===== src/rtl/ha_bist_pkg.sv =====
// ---------------------------------------------------------------------------
// ha_bist_pkg
// Shared types and helpers for the half-adder BIST sequencer.
//   state_e      : sequencer FSM states
//   NUM_VECTORS  : number of distinct half-adder input vectors
//   LAST_VEC     : index of the final vector in a sweep
//   ha_expected(): golden {c,s} for a 2-bit vector index (x = i[0], y = i[1])
// ---------------------------------------------------------------------------
package ha_bist_pkg;

    typedef enum logic [1:0] {
        IDLE,
        DRIVE,
        SAMPLE,
        DONE
    } state_e;

    localparam int         NUM_VECTORS = 4;
    localparam logic [1:0] LAST_VEC    = 2'(NUM_VECTORS - 1);

    function automatic logic [1:0] ha_expected(input logic [1:0] vec);
        return {vec[1] & vec[0], vec[1] ^ vec[0]};
    endfunction

endpackage


===== src/rtl/ha_bist_sequencer_if.sv =====
// ---------------------------------------------------------------------------
// ha_bist_sequencer_if
// Stimulus/response bus between the BIST sequencer and the half adder.
//   x_out, y_out : half-adder operand inputs (driven by the sequencer)
//   s_in, c_in   : half-adder sum/carry responses (driven by the half adder)
// Modports:
//   master : the sequencer side
//   slave  : the half-adder side
// ---------------------------------------------------------------------------
interface ha_bist_sequencer_if;

    logic x_out;
    logic y_out;
    logic s_in;
    logic c_in;

    modport master (output x_out, output y_out, input  s_in, input  c_in);
    modport slave  (input  x_out, input  y_out, output s_in, output c_in);

endinterface


===== src/rtl/ha_bist_checker.sv =====
// ---------------------------------------------------------------------------
// ha_bist_checker
// Compares a sampled half-adder response with the golden value and
// accumulates the run results.
//   clk, rst        : clock, asynchronous active-high reset
//   clear_i         : wipe err_count/fail_vec at the start of a run
//   en_i            : this cycle is a sample cycle
//   vec_i           : vector index currently applied
//   s_i, c_i        : half-adder response
//   err_count_o     : saturating mismatch count
//   fail_vec_o      : sticky per-vector failure mask
//   err_zero_next_o : err_count will be zero after this edge
// ---------------------------------------------------------------------------
module ha_bist_checker
    import ha_bist_pkg::*;
#(
    parameter int ERR_W = 4
) (
    input  logic                   clk,
    input  logic                   rst,
    input  logic                   clear_i,
    input  logic                   en_i,
    input  logic [1:0]             vec_i,
    input  logic                   s_i,
    input  logic                   c_i,
    output logic [ERR_W-1:0]       err_count_o,
    output logic [NUM_VECTORS-1:0] fail_vec_o,
    output logic                   err_zero_next_o
);

    logic [ERR_W-1:0]       err_q, err_d;
    logic [NUM_VECTORS-1:0] fail_q, fail_d;
    logic                   mismatch;

    assign mismatch = en_i && ({c_i, s_i} != ha_expected(vec_i));

    always_comb begin
        // NOTE: defaults first so every path assigns; otherwise a latch is inferred.
        err_d  = err_q;
        fail_d = fail_q;
        if (clear_i) begin
            err_d  = '0;
            fail_d = '0;
        end else if (mismatch) begin
            // The fail bit is set even when the counter is already saturated.
            fail_d[vec_i] = 1'b1;
            if (err_q != '1) begin
                err_d = err_q + ERR_W'(1);
            end
        end
    end

    always_ff @(posedge clk or posedge rst) begin
        // NOTE: sequential state uses non-blocking assignments only.
        if (rst) begin
            err_q  <= '0;
            fail_q <= '0;
        end else begin
            err_q  <= err_d;
            fail_q <= fail_d;
        end
    end

    assign err_count_o     = err_q;
    assign fail_vec_o      = fail_q;
    assign err_zero_next_o = (err_d == '0);

endmodule


===== src/rtl/ha_bist_sequencer.sv =====
// ---------------------------------------------------------------------------
// ha_bist_sequencer
// On a start request, sweeps the four half-adder input vectors N_PASSES
// times, holding each vector SETTLE_CYCLES cycles before a one-cycle sample,
// and reports a saturating error count, a sticky fail mask and a pass flag.
//   clk, rst   : clock, asynchronous active-high reset
//   start      : run request, honoured only in IDLE
//   ha         : half-adder stimulus/response bus (master side)
//   busy       : run in progress
//   done       : one-cycle pulse at the end of a run
//   pass       : last completed run had zero errors
//   err_count  : saturating mismatch count of the last run
//   fail_vec   : bit i set if vector i ever mismatched
// ---------------------------------------------------------------------------
module ha_bist_sequencer
    import ha_bist_pkg::*;
#(
    parameter int SETTLE_CYCLES = 2,
    parameter int N_PASSES      = 1,
    parameter int ERR_W         = 4
) (
    input  logic                      clk,
    input  logic                      rst,
    input  logic                      start,
    ha_bist_sequencer_if.master       ha,
    output logic                      busy,
    output logic                      done,
    output logic                      pass,
    output logic [ERR_W-1:0]          err_count,
    output logic [NUM_VECTORS-1:0]    fail_vec
);

    localparam int SW = (SETTLE_CYCLES > 1) ? $clog2(SETTLE_CYCLES) : 1;
    localparam int PW = (N_PASSES > 1) ? $clog2(N_PASSES) : 1;

    // With no settle time each vector goes straight to its sample cycle.
    localparam state_e FIRST_STATE = (SETTLE_CYCLES == 0) ? SAMPLE : DRIVE;

    state_e          state_q;
    logic [1:0]      vec_q;
    logic [1:0]      vec_inc_d;
    logic [PW-1:0]   pass_idx_q;
    logic [SW-1:0]   settle_q;
    logic            x_q, y_q;
    logic            busy_q, done_q, pass_q;
    logic            err_zero_next;

    assign vec_inc_d = vec_q + 2'd1;

    always_ff @(posedge clk or posedge rst) begin
        if (rst) begin
            state_q    <= IDLE;
            vec_q      <= '0;
            pass_idx_q <= '0;
            settle_q   <= '0;
            x_q        <= 1'b0;
            y_q        <= 1'b0;
            busy_q     <= 1'b0;
            done_q     <= 1'b0;
            pass_q     <= 1'b0;
        end else begin
            done_q <= 1'b0;
            case (state_q)
                IDLE: begin
                    if (start) begin
                        vec_q      <= '0;
                        pass_idx_q <= '0;
                        settle_q   <= '0;
                        x_q        <= 1'b0;
                        y_q        <= 1'b0;
                        busy_q     <= 1'b1;
                        pass_q     <= 1'b0;
                        state_q    <= FIRST_STATE;
                    end
                end
                DRIVE: begin
                    if (settle_q == SW'(SETTLE_CYCLES - 1)) begin
                        settle_q <= '0;
                        state_q  <= SAMPLE;
                    end else begin
                        settle_q <= settle_q + SW'(1);
                    end
                end
                SAMPLE: begin
                    if (vec_q != LAST_VEC) begin
                        vec_q   <= vec_inc_d;
                        x_q     <= vec_inc_d[0];
                        y_q     <= vec_inc_d[1];
                        state_q <= FIRST_STATE;
                    end else if (pass_idx_q != PW'(N_PASSES - 1)) begin
                        vec_q      <= '0;
                        pass_idx_q <= pass_idx_q + PW'(1);
                        x_q        <= 1'b0;
                        y_q        <= 1'b0;
                        state_q    <= FIRST_STATE;
                    end else begin
                        // Final sample: the checker's next count decides pass,
                        // so pass is valid in the same cycle as done.
                        x_q     <= 1'b0;
                        y_q     <= 1'b0;
                        busy_q  <= 1'b0;
                        done_q  <= 1'b1;
                        pass_q  <= err_zero_next;
                        state_q <= DONE;
                    end
                end
                DONE: begin
                    state_q <= IDLE;
                end
                default: begin
                    state_q <= IDLE;
                end
            endcase
        end
    end

    ha_bist_checker #(
        .ERR_W (ERR_W)
    ) u_checker (
        .clk             (clk),
        .rst             (rst),
        .clear_i         ((state_q == IDLE) && start),
        .en_i            (state_q == SAMPLE),
        .vec_i           (vec_q),
        .s_i             (ha.s_in),
        .c_i             (ha.c_in),
        .err_count_o     (err_count),
        .fail_vec_o      (fail_vec),
        .err_zero_next_o (err_zero_next)
    );

    assign ha.x_out = x_q;
    assign ha.y_out = y_q;
    assign busy     = busy_q;
    assign done     = done_q;
    assign pass     = pass_q;

endmodule


===== src/flat_wrapper.sv =====
// flat-port wrapper written by rule: the top's interface ports become plain ports
module ha_bist_sequencer_flat import ha_bist_pkg::*;
#(
    parameter int SETTLE_CYCLES = 2,
    parameter int N_PASSES      = 1,
    parameter int ERR_W         = 4
)
  (clk, rst, start, busy, done, pass, err_count, fail_vec, ha_x_out, ha_y_out, ha_s_in, ha_c_in);
  ha_bist_sequencer_if ha_i ();
  input  logic clk;
  input  logic rst;
  input  logic start;
  output logic busy;
  output logic done;
  output logic pass;
  output logic [ERR_W-1:0] err_count;
  output logic [NUM_VECTORS-1:0] fail_vec;
  output wire logic [$bits(ha_i.x_out)-1:0] ha_x_out;
  output wire logic [$bits(ha_i.y_out)-1:0] ha_y_out;
  input wire logic [$bits(ha_i.s_in)-1:0] ha_s_in;
  input wire logic [$bits(ha_i.c_in)-1:0] ha_c_in;
  assign ha_x_out = ha_i.x_out;
  assign ha_y_out = ha_i.y_out;
  assign ha_i.s_in = ha_s_in;
  assign ha_i.c_in = ha_c_in;
  ha_bist_sequencer #(.SETTLE_CYCLES(SETTLE_CYCLES), .N_PASSES(N_PASSES), .ERR_W(ERR_W)) u_core (.clk(clk), .rst(rst), .start(start), .ha(ha_i), .busy(busy), .done(done), .pass(pass), .err_count(err_count), .fail_vec(fail_vec));
endmodule

===== config.mk =====
export PLATFORM = sky130hd
export DESIGN_NAME = ha_bist_sequencer_flat
export DESIGN_NICKNAME = d
export VERILOG_FILES = /design/src/rtl/ha_bist_pkg.sv /design/src/rtl/ha_bist_sequencer_if.sv /design/src/rtl/ha_bist_checker.sv /design/src/rtl/ha_bist_sequencer.sv /design/src/flat_wrapper.sv
export SDC_FILE = /design/constraint.sdc
export NUM_CORES = 1
export LEC_CHECK = 0
export ABC_AREA = 1
export BUFFER_PORTS_ARGS = -buffer_cell sky130_fd_sc_hd__buf_2
export CAP_MARGIN = 10
export CELL_PAD_IN_SITES_DETAIL_PLACEMENT = 1
export CELL_PAD_IN_SITES_GLOBAL_PLACEMENT = 2
export CORE_ASPECT_RATIO = 1.1
export CORE_MARGIN = 2
export CORE_UTILIZATION = 29
export CTS_BUF_LIST = sky130_fd_sc_hd__clkbuf_2
export DETAILED_ROUTE_END_ITERATION = 7
export PLACE_DENSITY = 0.74
export SYNTH_ARGS = -nofsm -noshare
export SYNTH_HDL_FRONTEND = slang
export SYNTH_HIERARCHICAL = 1
export SYNTH_SLANG_ARGS = --single-unit

===== constraint.sdc =====
create_clock -name clk -period 1.5 [get_ports clk]
set_input_delay 0.15 -clock clk [delete_from_list [all_inputs] [get_ports clk]]
set_output_delay 0.15 -clock clk [all_outputs]
set_load 0.03 [all_outputs]

==> impl_metrics.tcl <==
set metrics [dict create \
    syn_to_final_growth_pct 41.1 \
    slew_headroom_pct 71.7 \
    fin_crit_sh_pct 107 \
    holdWs_ps 197 \
    io_pins 18 \
    synth_edf_count 0 \
    h-tree-depth 1 \
    port_buffers 17 \
    nets 180 \
    worst_ep_arrival_time_ps 1820 \
    dieArea_um2 3950 \
    fin_ws_ps -106 \
    tightest_slew_ps 424 \
    antenna_found_initial 0 \
    finalClockSkew_ps 6.40 \
    ant_nets 0 \
    avgRoutedWirePerCell_um 12.7 \
    cts_buffers 3 \
    setup_tns_ps -237 \
    drive_gt1_share_pct 44.6 \
    grt_max_degree 11 \
    avgSynthCellArea_um2 7.84 \
    path_max_fanout 6 \
    dp_hpwl_um 1980 \
    placed_area_um2 1240 \
    leakage_nw 0.804 \
    final_hold_viol_count 0 \
    clockPowerShare_pct 8.4 \
    drv_slew 0 \
    clockBufferDepth 2 \
    period_needed_ps 1610 \
    final_area_um2 1420 \
    drtIter0Drc 23 \
    viasPerCell 4.37 \
    p_int_w 0.00135 \
    p_total_w 0.00253 \
    hold_class "in -> reg" \
    grt_pass1_vias 1010 \
    cp_top_family "simple AND/OR/NAND/NOR gates" \
    rsz0062_at_grt "yes" \
    place_congestion 0.751 \
    worstSetupStartpointType "register" \
    worstSetupPathType "reg -> reg" \
    wl_met3_um 70 \
    top_layer "met4" \
    synth_cell_types 17 \
    crit_buf_inv 2 \
    syn_inst 128 \
    clk_pin_slew_worst_paths_ps 180 \
    clk_latency_ps 300 \
    die_h_um 65.7 \
    power_per_cell_area_nw_per_um2 1790 \
    combPwrFrac_pct 61.1 \
    cp_slowest_cell "dfrtp_2" \
    fill_cells 415 \
    synth_seq_cells 18 \
    final_common_cell "nand2_1" \
    drt-met1-wl_um 1140 \
    grt_pass1_wl_um 4510 \
    grt-ovfl-total 0 \
    final_cell_mix "nand2_1 (24), inv_1 (23), buf_2 (17)" \
    rows 22 \
    cts_tree "built" \
    timing.critical_path.mode_cell "nand2_2" \
    drtPass1Iterations 3 \
    diodes 0 \
    required_ps 1720 \
    via_count 943 \
    swShare_pct 46.6 \
    seqPwrFrac_pct 30.5 \
    yosysWarnings 6 \
    multiInputGateArea_um2 509 \
    cts_sinks 18 \
    core_region_area_um2 3330 \
    cap_violations 0 \
    setup_viol 5 \
    yosysSeqAreaShare_pct 44.9 \
    ys.flop_type "dfrtp_1" \
    start_util_pct 30.1 \
    drc 0 \
    violations "setup timing" \
    cts_root_buf "clkbuf_2" \
    drt-total-wl_um 2740 \
    slowest_delay_ps 440 \
    die_w_um 60.1 \
    timing.critical_path.to_type "register" \
    switchingPower_w 0.00118 \
    grt.total_usage_pct 15.2 \
    regArea_um2 454 \
    status "complete, but fails checks" \
    route.met2.wl_um 1500 \
    peakVddDrop_v 0.000734 \
    async_reset_ff_share_pct 100 \
    path_cells "inv_2, ha_4, inv_2, nand2_2, nand2_2, nand2_4, nand2_4, nand2_2, nand3_2, nand2_1, nor2_1, nand3_1, nand2_1" \
    synth_area_um2 1000 \
    fmax_mhz 623 \
    synth_nets 139 \
]
-- per-layer routing --
metal | track usage, % | vias to the layer above
met5 | 0 | -
met4 | 5.00 | 0
met3 | 1.77 | 4
met2 | 28.3 | 10
met1 | 17.6 | 461
li1 | - | 468
-- cells in the mapped netlist (2+ instances only) --
| cell type | instances | area (um2) |
|---|---|---|
| inv_1 | 28 | 105 |
| nor2_1 | 8 | 30.0 |
| nand3_1 | 15 | 75.1 |
| o21a_1 | 2 | 15.0 |
| nand2_2 | 3 | 18.8 |
| nand4_1 | 3 | 18.8 |
| a21oi_1 | 3 | 15.0 |
| ha_1 | 6 | 75.1 |
| dfrtp_1 | 18 | 450 |
| nand3_2 | 3 | 30.0 |
| nand2_1 | 33 | 124 |
-- final timing paths --
| kind | start | end | slack [ps] | cells after the start |
|---|---|---|---|---|
| worst max register to register | u_core/vec_q[0] | u_core/pass | -110 | 13 |
| min in group asynchronous | rst | u_core/u_checker/fail_vec_o[0] | 350 | 3 |
| worst min register to register | u_core/busy | u_core/busy | 490 | 2 |
| worst max-delay path | u_core/vec_q[0] | u_core/pass | -110 | 13 |
| worst min-delay path | start | u_core/state_q[0] | 200 | 5 |
| max in group asynchronous | rst | u_core/vec_q[0] | 820 | 3 |
-- through the flow --
stage	worst slack, ps	utilization [%]	cells
finish	-106	42.5	216
global placement	-79.9	37.3	205
global route	-227	42.5	216
CTS	-83.8	41.1	214
detailed placement	-145	37.3	205
floorplan	-38.9	-	128
-- cell families after synthesis --
logic type,after synthesis,synth area share (%)
adder cells (fa/ha/maj),6,7.48
AND/OR/NAND/NOR,66,30.7
buffers and inverters,31,13.0
flip-flops,18,44.9
AO/OA/AOI/OAI,7,3.99
-- sequential cells by signal (all words and copies together) (netlist names) --
name	cells
u_core/state_q	2
u_core/ha.y_out	1
u_core/vec_q	2
u_core/settle_q	1
u_core/u_checker/fail_vec_o	4
u_core/u_checker/err_count_o	4
u_core/done	1
u_core/pass	1
u_core/busy	1
u_core/ha.x_out	1
-- tightest hold or removal path, stage by stage --
cell,delay [ps]
buf_2,90
inv_1,30
nor2_1,80
nor2_1,70
nand2_1,60
-- area by class of cell --
type / count / share of cell area (%)
clock buffer: 3 / 1.06
clock inverter: 1 / 0.265
inverter: 31 / 9.36
multi-input combinational: 79 / 36.0
sequential: 18 / 32.1
tap: 48 / 4.24
timing repair buffer: 36 / 17.0
-- power groups by stage --
stage	combinational, W	clock (W)	sequential (W)
6_report	0.00154	0.000213	0.000772
5_1_grt	0.00172	0.000252	0.000799
4_1_cts	0.00142	0.000233	0.000770
3_5_place_dp	0.00123	0	0.000785
3_3_place_gp	0.00120	0	0.000770
2_1_floorplan	0.000609	0	0.000935
-- what timing repair did --
item,in CTS,in global routing
gates resized for setup,18,14
endpoints found under the setup margin,7,11
setup buffers,4,2
pin swaps,14,16
hold buffers,1,0
endpoints found under the hold margin,18,0
(Power assumes the default switching activity.)
